`src/rtl/keypad_code_entry.sv`:
```
// keypad_code_entry: assembles debounced keypad presses into a fixed-length
// BCD code word. Supports digit entry, backspace, clear, enter and an idle
// timeout, and hands the finished code to the lock with a one-cycle strobe.
//
// state   | meaning
// --------+----------------------------------------------------------------
// S_IDLE  | buffer empty, idle timer held at 0
// S_ENTRY | at least one digit buffered; idle timer counting between keys
module keypad_code_entry #(
   parameter int DIGITS         = 4,
   parameter int TIMEOUT_CYCLES = 1000
) (
   input  logic                  clk_i,
   input  logic                  reset_i,
   input  logic [3:0]            key_i,
   input  logic                  key_valid_i,
   output logic [DIGITS*4-1:0]   code_o,
   output logic                  code_valid_o,
   output logic [3:0]            digit_count_o,
   output logic                  entry_active_o,
   output logic                  err_o,
   output logic                  timeout_o
);

   localparam int BW = DIGITS * 4;
   localparam int TW = $clog2(TIMEOUT_CYCLES + 1);
   // The timeout fires on the edge that would take the timer to TIMEOUT_CYCLES,
   // so the compare is against the value one below it.
   localparam logic [TW-1:0] TMR_LAST = TW'(TIMEOUT_CYCLES - 1);
   localparam logic [3:0]    CNT_FULL = 4'(DIGITS);

   localparam logic [3:0] KEY_BKSP  = 4'hB;
   localparam logic [3:0] KEY_CLEAR = 4'hC;
   localparam logic [3:0] KEY_ENTER = 4'hE;

   typedef enum logic {
      S_IDLE  = 1'b0,
      S_ENTRY = 1'b1
   } state_t;

   state_t         state_q, state_d;
   logic [BW-1:0]  buf_q, buf_d;
   logic [3:0]     cnt_q, cnt_d;
   logic [TW-1:0]  tmr_q, tmr_d;
   logic [BW-1:0]  code_q, code_d;
   logic           code_valid_q, code_valid_d;
   logic           err_q, err_d;
   logic           timeout_q, timeout_d;

   // Next-state decode: at most one action per cycle, a sampled key always
   // takes priority over timer expiry.
   always_comb begin
      state_d      = state_q;
      buf_d        = buf_q;
      cnt_d        = cnt_q;
      tmr_d        = tmr_q;
      code_d       = code_q;
      code_valid_d = 1'b0;
      err_d        = 1'b0;
      timeout_d    = 1'b0;

      if (key_valid_i) begin
         tmr_d = '0;
         case (key_i)
            4'd0, 4'd1, 4'd2, 4'd3, 4'd4,
            4'd5, 4'd6, 4'd7, 4'd8, 4'd9: begin
               if (cnt_q < CNT_FULL) begin
                  buf_d   = (buf_q << 4) | BW'(key_i);
                  cnt_d   = cnt_q + 4'd1;
                  state_d = S_ENTRY;
               end else begin
                  err_d = 1'b1;
               end
            end
            KEY_BKSP: begin
               if (cnt_q != 4'd0) begin
                  buf_d = buf_q >> 4;
                  cnt_d = cnt_q - 4'd1;
                  if (cnt_q == 4'd1) begin
                     state_d = S_IDLE;
                  end
               end else begin
                  err_d = 1'b1;
               end
            end
            KEY_CLEAR: begin
               buf_d   = '0;
               cnt_d   = 4'd0;
               state_d = S_IDLE;
            end
            KEY_ENTER: begin
               if (cnt_q == CNT_FULL) begin
                  code_d       = buf_q;
                  code_valid_d = 1'b1;
               end else begin
                  err_d = 1'b1;
               end
               buf_d   = '0;
               cnt_d   = 4'd0;
               state_d = S_IDLE;
            end
            default: begin
               err_d = 1'b1;
            end
         endcase
      end else if (state_q == S_ENTRY) begin
         if (tmr_q == TMR_LAST) begin
            buf_d     = '0;
            cnt_d     = 4'd0;
            tmr_d     = '0;
            timeout_d = 1'b1;
            state_d   = S_IDLE;
         end else begin
            tmr_d = tmr_q + 1'b1;
         end
      end
   end

   // State, buffer, timer and all registered outputs.
   always_ff @(posedge clk_i or posedge reset_i) begin
      if (reset_i) begin
         state_q      <= S_IDLE;
         buf_q        <= '0;
         cnt_q        <= 4'd0;
         tmr_q        <= '0;
         code_q       <= '0;
         code_valid_q <= 1'b0;
         err_q        <= 1'b0;
         timeout_q    <= 1'b0;
      end else begin
         state_q      <= state_d;
         buf_q        <= buf_d;
         cnt_q        <= cnt_d;
         tmr_q        <= tmr_d;
         code_q       <= code_d;
         code_valid_q <= code_valid_d;
         err_q        <= err_d;
         timeout_q    <= timeout_d;
      end
   end

   assign code_o         = code_q;
   assign code_valid_o   = code_valid_q;
   assign digit_count_o  = cnt_q;
   assign entry_active_o = (state_q == S_ENTRY);
   assign err_o          = err_q;
   assign timeout_o      = timeout_q;

endmodule

```
`config.mk`:
```
export PLATFORM = sky130hd
export DESIGN_NAME = keypad_code_entry
export DESIGN_NICKNAME = d
export VERILOG_FILES = /design/src/rtl/keypad_code_entry.sv
export SDC_FILE = /design/constraint.sdc
export NUM_CORES = 1
export LEC_CHECK = 0
export ABC_AREA = 1
export CAP_MARGIN = 20
export CORE_MARGIN = 2
export CORE_UTILIZATION = 30
export DETAILED_ROUTE_END_ITERATION = 7
export PLACE_DENSITY = 0.58
export SKIP_CTS_REPAIR_TIMING = 1
export SLEW_MARGIN = 15
export SYNTH_ARGS = -nofsm -noshare
export SYNTH_HDL_FRONTEND = slang
export SYNTH_SLANG_ARGS = --single-unit
export TNS_END_PERCENT = 50
```
`constraint.sdc`:
```
create_clock -name clk_i -period 1.68 [get_ports clk_i]
set_input_delay 0.252 -clock clk_i [delete_from_list [all_inputs] [get_ports clk_i]]
set_output_delay 0.252 -clock clk_i [all_outputs]
set_load 0.05 [all_outputs]
```
==> out/qor.txt <==
outcome -> finished clean
synth cell count leaders -> nand2_1 (117), dfrtp_1 (50), inv_1 (40)
Std-Cell Rows -> 34
vias -> 2274
largest net degree at the start of global routing -> 30
Post-Route WL -> 5.96 mm
initial drt markers -> 137
setup ws final -> 0.148 ns
multi-input logic area -> 1170 um^2
TritonRoute pass-1 iters -> 4
design area -> 3410 um^2
H-tree levels -> 2
peak supply drop -> 0.518 mV
Max Cap Viol -> 0
cells after synthesis -> 345
area of the core -> 8680 um^2
final hold violation count -> 0
crit path launch type -> flip-flop
Seq pwr share -> 42.3%
CP endpoint kind -> flip-flop
relative slew slack -> 75.4%
Int Power -> 2.15 mW
worst path arrival time -> 1.73 ns
Layout area overhead -> 27.2%
Synth Net Count -> 357
CTS tree -> built
number of I/O pins -> 31
number of remaining DRC errors -> 0
leakage power -> 1.75 nW
Max FO, Critical Path -> 20
total CTS buffers -> 5
Final Setup Violations -> 0
Comb power frac -> 31.9%
mapped cell area -> 2680 um^2
power density over cell area -> 968 nW/um^2
Yosys Warn Count -> 0
Final min period -> 1.53 ns
hpwl dp -> 4.44 mm
die footprint -> 9710 um^2
first-pass GRT wire length -> 10.5 mm
Setup Skew -> 0.00552 ns
Seq/Total Area, Yosys -> 46.7%
GP Congestion -> 0.818
Net Sw Power -> 1.16 mW
Yosys top cell area share -> 46.7%
initial antenna violation count -> 0
Reg area -> 1250 um^2
Worst-Skew Late Latency -> 0.30 ns
Mean Syn Cell Area -> 7.77 um^2
fill count -> 908
WL per Instance -> 11.6 um
share of cells above drive strength 1 -> 22.5%
worst slack, placed -> -0.145 ns
port bufs -> 30
library cells used by synthesis -> 28
register-to-register setup slack -> 0.15 ns
Switching Share -> 35.0%
Routed Antenna Nets -> 0
Fmax -> 0.653 GHz
flops & latches, synth -> 50
Starting Density -> 30.9%
Die Width -> 98.5 um
RSZ-0062 raised after global routing -> no
drt via density -> 4.43
worst slew pin tran -> 0.369 ns
leading area contributor after synthesis -> dfrtp_1
r2r endpoint -> buf_q[13]$_DFFE_PP0P_
Min-Delay Path Class -> primary input to async pin
asr flop ratio synth -> 100%
final core occ -> 39.3%
Setup CP Type -> flip-flop to flip-flop
prevailing post-synth register cell -> dfrtp_1
RR Startpoint -> tmr_q[1]$_DFFE_PP0N_
TNS Setup -> 0 ns
Overall Global Routing Usage -> 13.1%
via count of the first global-routing pass -> 2254
Root Buffer -> clkbuf_8
Post-synth EDFFs -> 0
top-count cell post-synth -> nand2_1
Synth area leaders -> dfrtp_1 (47%), nand2_1 (16%), nand3_1 (6.2%)
# clock sinks -> 50
reg2reg path depth -> 8
ANT cells -> 0
Chip Height -> 98.5 um
Slew Limit Fails -> 0
grt ovf -> 0
worst path required time -> 1.87 ns
fin nets -> 416
clk slew on worst S/H paths -> 0.09 ns
Clk pwr share -> 25.7%
Max Root-Sink Buffers -> 2
Placed Area -> 3280 um^2
final period utilization -> 91.2%
[metrics by stage]
stage	hold slack [ns]	std cells	total power, mW
after CTS	0.253	512	3.33
after detailed placement	0.458	504	2.45
after global placement	0.455	504	2.44
after floorplan	0.442	345	2.09
final	0.244	513	3.30
after global routing	0.270	513	3.53
[final cells by class]
cell class,instances,share of cell area [%]
multi-input combinational,239,34.4
clock inverter,3,1.32
inverter,44,4.84
timing repair buffer,64,16.7
clock buffer,5,2.02
sequential,50,36.8
tap,108,3.96
[worst max-delay path, cell delays in order (launching register included)]
cell     delay, ns
dfrtp_1       0.38
ha_1          0.21
nand3_1       0.11
nor2_1        0.15
nand3_1       0.16
nand2_4       0.16
nand2_8       0.12
nand2_1       0.09
nand2_1       0.05
[how the worst max path moves through the flow]
stage | from | end | slack (ns) | cells after the start
after floorplan | digit_count_o[0]$_DFFE_PP0P_ | digit_count_o[2]$_DFFE_PP0P_ | 0.02 | 11
after global placement | key_valid_i | tmr_q[8]$_DFFE_PP0N_ | -0.15 | 7
after detailed placement | key_valid_i | tmr_q[5]$_DFFE_PP0N_ | -0.14 | 7
after CTS | digit_count_o[1]$_DFFE_PP0P_ | code_o[12]$_DFFE_PP0P_ | 0.08 | 9
after global routing | digit_count_o[0]$_DFFE_PP0P_ | code_o[12]$_DFFE_PP0P_ | 0.002 | 9
final | tmr_q[1]$_DFFE_PP0N_ | buf_q[13]$_DFFE_PP0P_ | 0.15 | 8
[routing by layer]
metal,vias up,share of wire (%),track usage (%)
met4,0,1.1,3.79
li1,1204,-,-
met5,-,0,0
met1,1024,53,19.2
met3,5,3.8,2.48
met2,41,42,19.8
[flip-flops by register name, summed over array words and instances, names as in the netlist]
name and cells:
buf_q 16, code_o 16, tmr_q 10, digit_count_o 4
code_valid_o 1, entry_active_o 1, err_o 1, timeout_o 1
[logic make-up after synthesis]
group / count (synthesis) / share of synthesized area (%)
xor gates and xnor gates: 4 / 1.31
DFF: 50 / 46.7
and+or+nand+nor: 188 / 30.6
buffers and inverters: 56 / 10.0
adders and majority gates: 5 / 2.33
AOI/OAI and AO/OA: 42 / 9.05
[power groups by stage]
stage	logic, mW	registers, mW	clock network, mW
2_1_floorplan	0.483	1.61	0
3_3_place_gp	1.02	1.43	0
3_5_place_dp	1.03	1.43	0
4_1_cts	1.03	1.41	0.889
5_1_grt	1.18	1.41	0.943
6_report	1.06	1.40	0.850
[cell usage in the layout, fill, tap and decap left out]
cell	netlist	layout
nand2_4	2	1
o22ai_1	4	4
nand3_2	2	2
xnor2_1	1	1
and3_1	1	1
a21oi_1	1	1
clkbuf_8	0	5
nor3_1	7	7
nor3_2	1	1
buf_4	5	52
o21ai_0	27	27
a21boi_0	1	1
dfrtp_2	0	2
ha_1	5	5
clkinvlp_4	0	2
nand3_1	33	33
inv_2	4	6
clkdlybuf4s50_1	0	6
nand2_1	117	116
bufinv_16	0	1
nor2_1	18	18
nand2_2	3	4
buf_12	0	6
nand4_1	2	2
inv_1	40	38
nor2_2	1	1
o21ai_2	6	6
nand2_8	0	1
o21ai_1	2	2
nand3_4	1	1
dfrtp_1	50	48
xor2_1	3	3
o211ai_1	1	1
No activity file was read; power rests on OpenSTA's default activity.
